### src/rtl/isa_types.sv
// Shared ISA-level widths and the memory-port payload used by the hart and its arbiter.
package isa_types;

    localparam int unsigned XLEN             = 32;
    localparam int unsigned MEM_READ_LATENCY = 1;

    typedef enum logic [1:0] {
        write_byte,
        write_half,
        write_word
    } mem_width_t;

    typedef struct packed {
        logic [XLEN-1:0] addr;
        logic            wenable;
        mem_width_t      wwidth;
        logic [XLEN-1:0] wdata;
    } mem_control_t;

    typedef enum logic {
        grant_fetch,
        grant_data
    } mem_requester_t;

endpackage

### src/rtl/mem_arbiter.sv
// Round-robin arbiter sharing the single memory port between instruction fetch and load/store.
// One access per two cycles: accept in IDLE, hold the address and return data in BUSY.
module mem_arbiter
    import isa_types::*;
(
    input  logic               clock,
    input  logic               reset,
    input  logic               fetch_req_valid,
    input  logic [XLEN-1:0]    fetch_req_addr,
    output logic               fetch_req_ready,
    output logic               fetch_resp_valid,
    output logic [XLEN-1:0]    fetch_resp_data,
    input  logic               data_req_valid,
    input  mem_control_t       data_req_ctrl,
    output logic               data_req_ready,
    output logic               data_resp_valid,
    output logic [XLEN-1:0]    data_resp_data,
    output mem_control_t       mem_ctrl,
    input  logic [XLEN-1:0]    mem_rdata
);

    typedef enum logic {
        IDLE,
        BUSY
    } state_t;

    localparam mem_control_t IDLE_CTRL = '{
        addr:    '0,
        wenable: 1'b0,
        wwidth:  write_word,
        wdata:   '0
    };

    state_t         state;
    mem_requester_t owner;
    mem_requester_t last_grant;
    mem_control_t   held_ctrl;
    logic           held_write;

    logic           grant_valid;
    mem_requester_t grant;
    mem_control_t   fetch_ctrl;
    mem_control_t   win_ctrl;
    logic           busy_resp;

    if (MEM_READ_LATENCY != 1) begin : g_latency_check
        $error("mem_arbiter supports a single-cycle memory read only");
    end

    // Round-robin pick: on a tie the requester that did not win last time goes first.
    always_comb begin
        grant       = grant_fetch;
        grant_valid = (state == IDLE) && (fetch_req_valid || data_req_valid);
        if (fetch_req_valid && data_req_valid) begin
            grant = (last_grant == grant_fetch) ? grant_data : grant_fetch;
        end else if (data_req_valid) begin
            grant = grant_data;
        end
    end

    always_comb begin
        fetch_ctrl      = IDLE_CTRL;
        fetch_ctrl.addr = fetch_req_addr;
        win_ctrl        = (grant == grant_data) ? data_req_ctrl : fetch_ctrl;
    end

    always_comb begin
        fetch_req_ready = !reset && grant_valid && (grant == grant_fetch);
        data_req_ready  = !reset && grant_valid && (grant == grant_data);

        if (reset) begin
            mem_ctrl = IDLE_CTRL;
        end else if (state == BUSY) begin
            mem_ctrl = held_ctrl;
        end else if (grant_valid) begin
            mem_ctrl = win_ctrl;
        end else begin
            mem_ctrl = IDLE_CTRL;
        end
    end

    // Response leaves during BUSY; a reset in that cycle drops it.
    always_comb begin
        busy_resp        = !reset && (state == BUSY);
        fetch_resp_valid = busy_resp && (owner == grant_fetch);
        data_resp_valid  = busy_resp && (owner == grant_data);
        fetch_resp_data  = fetch_resp_valid ? mem_rdata : '0;
        data_resp_data   = (data_resp_valid && !held_write) ? mem_rdata : '0;
    end

    always_ff @(posedge clock) begin
        if (reset) begin
            state      <= IDLE;
            owner      <= grant_fetch;
            last_grant <= grant_data;
            held_ctrl  <= '0;
            held_write <= 1'b0;
        end else begin
            case (state)
                IDLE: begin
                    if (grant_valid) begin
                        state      <= BUSY;
                        owner      <= grant;
                        last_grant <= grant;
                        held_ctrl  <= '{
                            addr:    win_ctrl.addr,
                            wenable: 1'b0,
                            wwidth:  win_ctrl.wwidth,
                            wdata:   win_ctrl.wdata
                        };
                        held_write <= win_ctrl.wenable;
                    end
                end
                BUSY: begin
                    state <= IDLE;
                end
                default: begin
                    state <= IDLE;
                end
            endcase
        end
    end

endmodule

### config.mk
export PLATFORM = sky130hd
export DESIGN_NAME = mem_arbiter
export DESIGN_NICKNAME = d
export VERILOG_FILES = /design/src/rtl/isa_types.sv /design/src/rtl/mem_arbiter.sv
export SDC_FILE = /design/constraint.sdc
export NUM_CORES = 1
export LEC_CHECK = 0
export BUFFER_PORTS_ARGS = -buffer_cell sky130_fd_sc_hd__buf_4
export CELL_PAD_IN_SITES_DETAIL_PLACEMENT = 1
export CELL_PAD_IN_SITES_GLOBAL_PLACEMENT = 1
export CORE_ASPECT_RATIO = 1.75
export CORE_UTILIZATION = 28
export DETAILED_ROUTE_END_ITERATION = 12
export GPL_ROUTABILITY_DRIVEN = 0
export GPL_TIMING_DRIVEN = 0
export PLACE_DENSITY = 0.83
export SLEW_MARGIN = 5
export SYNTH_ARGS = -nofsm -noshare
export SYNTH_HDL_FRONTEND = slang
export SYNTH_SLANG_ARGS = --single-unit
### constraint.sdc
create_clock -name clock -period 1.6 [get_ports clock]
set_input_delay 0.16 -clock clock [delete_from_list [all_inputs] [get_ports clock]]
set_output_delay 0.16 -clock clock [all_outputs]
set_load 0.02 [all_outputs]
==> results.yml, run 1 <==
outcome:
  status: "finished, violations left"
  violations: "negative setup slack"
layout:
  drive_above_1_share_pct: 64.6
  n_fill_cell: 1384
  n_antenna_cell: 0
  synthToLayoutAreaGrowth_pct: 114
  fin_nets: 850
timing:
  fin_crit_sh_pct: 125
  maxSlewHeadroom_pct: 66.9
  rsz0062_at_grt: "yes"
  setup_violations: 158
  finalWorstSetupSlack_ns: -0.403
  worstMarginPinSlew_ns: 0.497
  slew_violations: 0
  fin_skew_ns: 0.00595
  max_freq_mhz: 499
  fin_crit_ns: 2.00
  tns_ns: -44.19
  timing_hold_violations_final: 0
floorplan:
  dieHeight_um: 154
  initial_utilization_pct: 28.6
  dieArea_um2: 13700
  die-width_um: 88.9
  rows: 55
  fp.coreArea_um2: 12900
  num_io_pins: 270
cts:
  clk_pin_slew_ns: 0.06
  cts_tree: "yes"
  clock-sinks: 70
  clockBufferDepth: 2
  cts_buffers: 9
  cts-root-buf: "clkbuf_16"
  clock_latency_ns: 0.33
  htree_levels: 3
pwr:
  power.density_nw_per_um2: 725
  p_leak_nw: 3.65
  swShare_pct: 30.1
  power_mw: 5.73
  p_clk_share_pct: 35.5
  peakVddDrop_v: 0.000569
  power_switching_mw: 1.73
  intPower_mw: 4.01
  pwr-share-comb_pct: 30.4
  sequentialPowerShare_pct: 34.1
critical_path:
  arrival_ns: 1.84
  critical_path.startpoint: "state$_SDFF_PP0_"
  crit_path_end: "mem_ctrl[21]"
  critPathLaunchType: "flip-flop"
  rrSetupSlack_ns: -0.09
  crit_type: "flip-flop to output port"
  rr_worst_depth: 9
  cpMaxStageDelayCell: "dfxtp_2"
  cp-end-kind: "output port"
  worstPathRequired_ns: 1.44
  crit_path_max_incr_delay_ns: 0.34
  rr_startpoint: "state$_SDFF_PP0_"
  path_cells: "nand2b_4, a211oi_4, buf_12, buf_8, buf_12, buf_8, a22o_1, buf_6"
  r2r-end: "held_write$_SDFFE_PP0P_"
  critPathMaxFanout: 5
detailed_routing:
  viasPerCell: 5.49
  drt_iter0_drc: 157
  num_vias: 4889
  drc: 0
  drtPass1Iterations: 4
  wl_um: 21600
  detail_route.wl_per_cell_um: 24.2
  ant_nets: 0
yosys:
  syn-cell-area_um2: 3700
  synth_top_area_share_pct: 37.9
  postSynthAreaPerCell_um2: 9.29
  synth-seq-cells: 70
  synth_area_leaders: "dfxtp_1, a221o_1, a22o_1"
  synth_nets: 533
  synthCells: 398
  synth_area_leader_cell: "dfxtp_1"
  ys_seq_area_share_pct: 37.9
  yosys_warnings: 0
  synthDistinctLibCells: 24
grt:
  grt-ovfl-total: 0
  grt_pass1_wl_um: 31000
  grt_max_degree: 14
  first_global_vias: 5453
  grt_util_all_layers_pct: 30.2
  antenna_found_initial: 0
job:
  maxCapViolations: 0
place:
  hpwl_um: 13000
  port_buffers: 269
  dp_slack_ns: -0.536
worst_hold_path:
  hold_class: "input port to flip-flop"
## power groups by stage
stage / clock [mW] / combinational [mW] / sequential [mW]
after floorplan: 0 / 0.635 / 1.95
after CTS: 2.07 / 1.62 / 1.94
after detailed placement: 0 / 1.27 / 1.97
final: 2.04 / 1.74 / 1.95
after global placement: 0 / 1.24 / 1.96
after global routing: 2.15 / 1.83 / 1.96
## registers in the layout, summed over array words and instances (netlist names)
| register | cells |
|---|---|
| held_ctrl | 66 |
| held_write | 1 |
| last_grant | 1 |
| owner | 1 |
| state | 1 |
## what timing repair did
action	4_1_cts	5_1_grt
gates resized for setup	312	55
hold buffers	0	0
setup endpoints to repair	179	183
setup buffers	22	6
cloned	11	1
pin swaps	101	31
## metal layers
layer  vias to the layer above  global-route usage (%)  part of all wire, %
li1                       2172                       -                    -
met1                      2406                    31.1                   35
met2                       244                    55.3                   55
met3                        67                    6.60                  5.4
met4                         0                    15.2                  4.5
met5                         -                       0                    0
## worst max-delay path: cells and delay by family, from the launching register on
family | cells | cell delay (ns)
DFF | 1 | 0.34
AOI/OAI and AO/OA | 2 | 0.37
and+or+nand+nor | 1 | 0.15
buffers and inverters | 5 | 0.63
## synth_stat cells
cell      count
nand2b_1      2
o21bai_1      1
and2_1       66
nand3b_1      1
a221o_1      64
buf_2        21
and3b_1       1
or2_1         1
a22o_1       67
nor3_1       33
nor2b_1       3
buf_4         7
a21o_1        2
a211oi_1      1
buf_1         3
and2b_1       1
nor3b_1       1
dfxtp_1      70
nor2_1        3
nor2_2        1
clkbuf_1     15
nand2_1      32
o21ba_2       1
a211oi_4      1
## how the worst min path moves through the flow
stage / start / to / slack (ns) / cells past startpoint
final: data_req_ctrl[2] / held_ctrl[2]$_SDFFE_PP0P_ / 0.06 / 2
after global routing: data_req_ctrl[2] / held_ctrl[2]$_SDFFE_PP0P_ / 0.05 / 2
after CTS: data_req_ctrl[12] / held_ctrl[12]$_SDFFE_PP0P_ / 0.05 / 2
after detailed placement: data_req_ctrl[26] / held_ctrl[26]$_SDFFE_PP0P_ / 0.39 / 2
after global placement: data_req_ctrl[34] / held_write$_SDFFE_PP0P_ / 0.39 / 2
after floorplan: reset / held_ctrl[33]$_SDFFE_PP0P_ / 0.24 / 1
## cells in the final DEF (no fill, tap or decap), types with 2 or more instances in the layout
master and instances:
dfxtp_1 68, clkinv_4 2, a22o_1 66, clkbuf_1 3, buf_8 18, nand2_1 32, buf_6 152, clkinvlp_4 2
nor3_2 20, and2_1 7, a21o_1 2, dfxtp_2 2, clkbuf_16 11, and2_4 59, buf_2 6, buf_12 7
nor2_1 3, clkbuf_8 4, a221o_1 64, nor3_4 9, buf_16 3, nor3_1 4, buf_4 155
## kinds of logic after synthesis
group | count (synthesis) | share of synthesized area [%]
buffers and inverters | 46 | 6.09
AND/OR/NAND/NOR | 145 | 21.2
flip-flops | 70 | 37.9
AO/OA/AOI/OAI | 137 | 34.8
## stage by stage
stage               cells  hold slack (ns)  utilization [%]  area [µm²]
global placement      838            0.389             45.9        5930
global route          891           0.0485             61.1        7910
finish                891           0.0611             61.1        7910
CTS                   887           0.0470             59.5        7700
floorplan             398            0.239                -        3700
detailed placement    838            0.391             45.9        5930
## layout make-up
type	instances	area, µm²	area share (%)
Multi-Input combinational cell	282	2460	31.1
Timing Repair Buffer	306	3020	38.2
Buffer	46	507	6.41
Tap cell	171	214	2.71
Clock buffer	10	229	2.90
Sequential cell	70	1400	17.8
Clock inverter	6	71.3	0.902
No activity file was read; power rests on OpenSTA's default activity.
==> run 2, diff against run 1 <==
--- a/config.mk
+++ b/config.mk
@@ -9,6 +9,7 @@
 export CELL_PAD_IN_SITES_DETAIL_PLACEMENT = 1
 export CELL_PAD_IN_SITES_GLOBAL_PLACEMENT = 1
 export CORE_ASPECT_RATIO = 1.75
+export CORE_MARGIN = 3
 export CORE_UTILIZATION = 28
 export DETAILED_ROUTE_END_ITERATION = 12
 export GPL_ROUTABILITY_DRIVEN = 0
==> constraint.sdc (replaced) <==
create_clock -name clock -period 1.6 [get_ports clock]
set_input_delay 0.16 -clock clock [delete_from_list [all_inputs] [get_ports clock]]
set_output_delay 0.16 -clock clock [all_outputs]
set_load 0.01 [all_outputs]
==> run 2 against run 1 <==
Effect of this change: the flow still finishes with violations (negative setup slack); design area decreased by 2.6%; total power decreased by 3.8%; sequential share of layout area increased by 0.51 points; die area increased by 7.2%; largest cell class unchanged; critical path type unchanged; combinational power decreased by 11%; wire length decreased by 6.2%; final cell count decreased by 0.90%; global-route usage decreased by 4.2 points; flip-flop and latch count unchanged.
==> results.yml, run 2 (same netlist as run 1, synthesis figures left out) <==
floorplan:
  dieHeight_um: 158
  rows: 55
  initial_utilization_pct: 28.6
  die-width_um: 92.9
  dieArea_um2: 14700
  fp.coreArea_um2: 12900
  num_io_pins: 270
detailed_routing:
  drt_iter0_drc: 170
  ant_nets: 0
  wl_um: 20300
  drc: 0
  num_vias: 4713
  drtPass1Iterations: 5
  detail_route.wl_per_cell_um: 22.9
  viasPerCell: 5.34
critical_path:
  crit_type: "flip-flop to output port"
  arrival_ns: 1.79
  critPathLaunchType: "flip-flop"
  cp-end-kind: "output port"
  worstPathRequired_ns: 1.44
  critPathMaxFanout: 6
cts:
  cts_hold_buf: 0
  clk_pin_slew_ns: 0.06
  cts_tree: "yes"
  cts-root-buf: "clkbuf_16"
  clockBufferDepth: 2
  cts_buffers: 9
  clock-sinks: 70
  htree_levels: 3
  clock_latency_ns: 0.33
layout:
  finish.utilization_pct: 59.5
  drive_above_1_share_pct: 65.0
  top_register: "held_ctrl"
  synthToLayoutAreaGrowth_pct: 108
  most-common-layout-cells: "buf_4, buf_6, dfxtp_1, a22o_1, and2_4"
  final_common_cell: "buf_4"
  n_antenna_cell: 0
  fin_nets: 842
  final_area_um2: 7700
  largest_reg_flops: 66
timing:
  max_freq_mhz: 512
  slew_violations: 0
  setup_violations: 134
  fin_crit_sh_pct: 122
  fin_crit_ns: 1.95
  rsz0062_at_grt: "yes"
  maxSlewHeadroom_pct: 67.4
  fin_skew_ns: 0.00550
  finalWorstSetupSlack_ns: -0.353
  hold_slack_ns: 0.0591
  timing_hold_violations_final: 0
  worstMarginPinSlew_ns: 0.489
  tns_ns: -31.57
place:
  placed_area_um2: 5930
  port_buffers: 269
  hpwl_um: 13800
grt:
  first_global_vias: 5235
  antenna_found_initial: 0
  grt_max_degree: 15
  grt_util_all_layers_pct: 26.1
  grt-ovfl-total: 0
  grt_pass1_wl_um: 29600
worst_hold_path:
  hold_class: "input port to flip-flop"
pwr:
  p_leak_nw: 3.58
  power.density_nw_per_um2: 716
  power_mw: 5.51
  peakVddDrop_v: 0.000479
job:
  maxCapViolations: 0
outcome:
  violations: "negative setup slack"
  status: "finished, violations left"
==> run 2: stage by stage <==
step                setup slack (ns)  cells
floorplan                      0.109    398
global placement              -0.474    838
detailed placement            -0.530    838
CTS                           -0.398    878
global route                  -0.422    883
finish                        -0.353    883
==> run 2: power breakdown <==
group          total, mW  switching [mW]  internal, mW
clock               2.02           0.807          1.21
combinational       1.55           0.682         0.869
sequential          1.94          0.0790          1.87
==> run 2: worst paths after layout <==
check	cells past startpoint	from	slack, ns	end
setup reg to reg	6	state$_SDFF_PP0_	0.08	held_ctrl[63]$_SDFFE_PP0P_
hold reg to reg	1	held_ctrl[4]$_SDFFE_PP0P_	0.48	held_ctrl[4]$_SDFFE_PP0P_
hold / removal	2	data_req_ctrl[15]	0.06	held_ctrl[15]$_SDFFE_PP0P_
setup / recovery	7	state$_SDFF_PP0_	-0.35	mem_ctrl[47]
==> run 2: layer usage <==
layer  vias to the layer above  global-route usage (%)  share of wire [%]
li1                       2154                       -                  -
met1                      2313                    26.5                 34
met2                       202                    50.2                 57
met3                        44                    5.99                5.1
met4                         0                    10.6                3.3
met5                         -                       0                  0
==> run 2: timing repair <==
action,CTS,global route
endpoints found under the hold margin,0,0
pin swaps,83,24
cloned,10,0
setup buffers,16,8
gates resized for setup,269,49
setup endpoints to repair,179,160
==> run 2: final cells by class <==
class | instances | area, µm²
plain buffers | 44 | 473
clock buffers | 9 | 225
clock inverters | 7 | 73.8
fillers | 1430 | 5240
multi-input cells | 282 | 2530
flip-flops and latches | 70 | 1410
well taps | 171 | 214
repair buffers | 300 | 2780
==> run 2: critical path, cell delays in order, from the launching register on <==
cell and delay (ns):
dfxtp_4 0.37, nand2b_4 0.14, a211oi_4 0.04, buf_12 0.14
buf_8 0.12, clkbuf_16 0.14, a221o_1 0.37, buf_6 0.13
==> run 3, diff against run 2 <==
--- a/config.mk
+++ b/config.mk
@@ -5,6 +5,7 @@
 export SDC_FILE = /design/constraint.sdc
 export NUM_CORES = 1
 export LEC_CHECK = 0
+export ABC_AREA = 1
 export BUFFER_PORTS_ARGS = -buffer_cell sky130_fd_sc_hd__buf_4
 export CELL_PAD_IN_SITES_DETAIL_PLACEMENT = 1
 export CELL_PAD_IN_SITES_GLOBAL_PLACEMENT = 1
@@ -14,7 +15,7 @@
 export DETAILED_ROUTE_END_ITERATION = 12
 export GPL_ROUTABILITY_DRIVEN = 0
 export GPL_TIMING_DRIVEN = 0
-export PLACE_DENSITY = 0.83
+export PLACE_DENSITY = 0.84
 export SLEW_MARGIN = 5
 export SYNTH_ARGS = -nofsm -noshare
 export SYNTH_HDL_FRONTEND = slang
==> run 3 against run 2 <==
Effect of this change: the run still ends with negative setup slack left; flip-flop and latch count is the same; clock power shrank 4%; maximum frequency grew 9.3%; hold slack gained 0.020 ns; die area grew 15%; non-clock buffer count is the same; core utilization shrank 9.2 points; combinational power is essentially flat; sequential share of layout area grew 0.48 points; total power shrank 1.5%; synthesized area grew 16%; sequential power is essentially flat; critical endpoint is now data_resp_data[21].
==> results.yml, run 3 <==
outcome:
  status: "finished, violations left"
  violations: "negative setup slack"
layout:
  n_antenna_cell: 0
  top_register: "held_ctrl"
  most-common-layout-cells: "buf_4, nand2_1, dfxtp_1, inv_1, nand3_1"
  synthToLayoutAreaGrowth_pct: 75.2
  final_common_cell: "buf_4"
  final-instance-count-excl-fill: 1162
  finish.utilization_pct: 50.3
  seq_area_um2: 1410
  n_fill_cell: 1946
  final_area_um2: 7500
  drive_above_1_share_pct: 42.6
  multi_input_area_um2: 2510
  largest_reg_flops: 66
  fin_nets: 1109
pwr:
  peakVddDrop_v: 0.000608
  power_mw: 5.43
  p_leak_nw: 3.87
  power.density_nw_per_um2: 724
yosys:
  yosys_warnings: 0
  synth-adder-area-share_pct: 0
  synth_area_leader_cell: "dfxtp_1"
  synth-edff-count: 0
  postSynthAreaPerCell_um2: 6.35
  synth-seq-cells: 70
  ys_seq_area_share_pct: 32.7
  synthDistinctLibCells: 22
  synth_top_family_by_area: "simple AND/OR/NAND/NOR gates"
  yosysMostFrequentCell: "nand2_1"
  synth_area_leaders: "dfxtp_1, nand2_1, nand3_1"
  async_flop_share_pct: 0
  synth-simple-area-share_pct: 46.3
  syn-cell-area_um2: 4280
  synth.area.mux_share_pct: 0
  synthTopCellsByCount: "nand2_1, dfxtp_1, inv_1, nand3_1, nor2_1"
  synth_xor_area_share_pct: 0
  synth_compound_area_share_pct: 8.39
  synthCells: 674
  synth_nets: 809
  synth_top_area_share_pct: 32.7
  synth-main-ff-cell: "dfxtp_1"
timing:
  rsz0062_at_grt: "yes"
  fin_crit_ns: 1.79
  fin_crit_sh_pct: 112
  maxSlewHeadroom_pct: 57.0
  timing_hold_violations_final: 0
  setup_violations: 128
  hold_slack_ns: 0.0787
  max_freq_mhz: 559
  tns_ns: -12.04
  fin_skew_ns: 0.00521
  worstMarginPinSlew_ns: 0.645
  finalWorstSetupSlack_ns: -0.188
  slew_violations: 0
detailed_routing:
  drc: 0
  viasPerCell: 4.88
  drtPass1Iterations: 4
  ant_nets: 0
  drt_iter0_drc: 117
  wl_um: 20100
  num_vias: 5666
  detail_route.wl_per_cell_um: 17.3
cts:
  cts_hold_buf: 0
  clockBufferDepth: 2
  htree_levels: 3
  cts_tree: "yes"
  clk_pin_slew_ns: 0.05
  cts-root-buf: "clkbuf_16"
  clock_latency_ns: 0.33
  clock-sinks: 70
  cts_buffers: 9
grt:
  grt-ovfl-total: 0
  antenna_found_initial: 0
  grt_util_all_layers_pct: 23.0
  grt_pass1_wl_um: 30400
  first_global_vias: 5769
  grt_max_degree: 12
floorplan:
  initial_utilization_pct: 28.7
  num_io_pins: 270
  fp.coreArea_um2: 14900
  die-width_um: 99.5
  rows: 59
  dieHeight_um: 170
  dieArea_um2: 16900
place:
  port_buffers: 267
  dp_slack_ns: -0.209
  placed_area_um2: 6510
  hpwl_um: 15800
  place_inst: 1124
worst_hold_path:
  hold_class: "input port to flip-flop"
critical_path:
  crit_type: "flip-flop to output port"
  critPathMaxFanout: 10
  arrival_ns: 1.63
  worstPathRequired_ns: 1.44
  critPathLaunchType: "flip-flop"
  cp-end-kind: "output port"
job:
  maxCapViolations: 0
==> run 3: kinds of logic (layout without fill, tap and decap cells) <==
| logic type | after synthesis | in the layout |
|---|---|---|
| flip-flops | 70 | 70 |
| AO/OA/AOI/OAI | 71 | 71 |
| buffers and inverters | 124 | 429 |
| AND/OR/NAND/NOR | 409 | 409 |
==> run 3: worst paths after layout <==
check | from | end | slack, ns | depth (start not counted)
worst max-delay path | state$_SDFF_PP0_ | data_resp_data[21] | -0.19 | 8
worst min-delay path | data_req_ctrl[33] | held_ctrl[33]$_SDFFE_PP0P_ | 0.08 | 3
worst max register to register | state$_SDFF_PP0_ | held_ctrl[60]$_SDFFE_PP0P_ | 0.19 | 7
worst min register to register | held_ctrl[6]$_SDFFE_PP0P_ | held_ctrl[6]$_SDFFE_PP0P_ | 0.46 | 2
==> run 3: report_power, final <==
part           internal, mW  total (mW)  switching, mW
clock network          1.20        1.94          0.741
registers              1.87        1.94         0.0704
logic                 0.745        1.55          0.808
total                  3.81        5.43           1.62
==> run 3: area by class of cell <==
class	instances	share of cell area [%]
inverters	69	3.55
well taps	183	3.05
clock inverters	5	0.667
multi-input cells	480	33.4
plain buffers	55	6.76
repair buffers	289	30.7
clock buffers	11	3.10
flip-flops and latches	70	18.7
==> run 3: worst max-delay path, stage by stage (launching register included) <==
cell     delay (ns)
dfxtp_4        0.40
inv_8          0.05
nor2_4         0.14
inv_2          0.07
nor2_4         0.12
nand2_4        0.11
buf_12         0.18
nor2_4         0.11
buf_6          0.12
==> run 3: timing repair <==
| item | in CTS | in global routing |
|---|---|---|
| setup buffers | 11 | 6 |
| gates resized for setup | 137 | 37 |
| hold endpoints to repair | 0 | 0 |
| gates cloned | 5 | 0 |
| setup endpoints to repair | 134 | 139 |
| pin swaps | 7 | 10 |
==> run 3: layer usage <==
| layer | routed length [µm] | track usage (%) |
|---|---|---|
| met2 | 11600 | 47.4 |
| met5 | 0 | 0 |
| met3 | 1380 | 5.47 |
| met1 | 6550 | 21.0 |
| met4 | 558 | 7.73 |
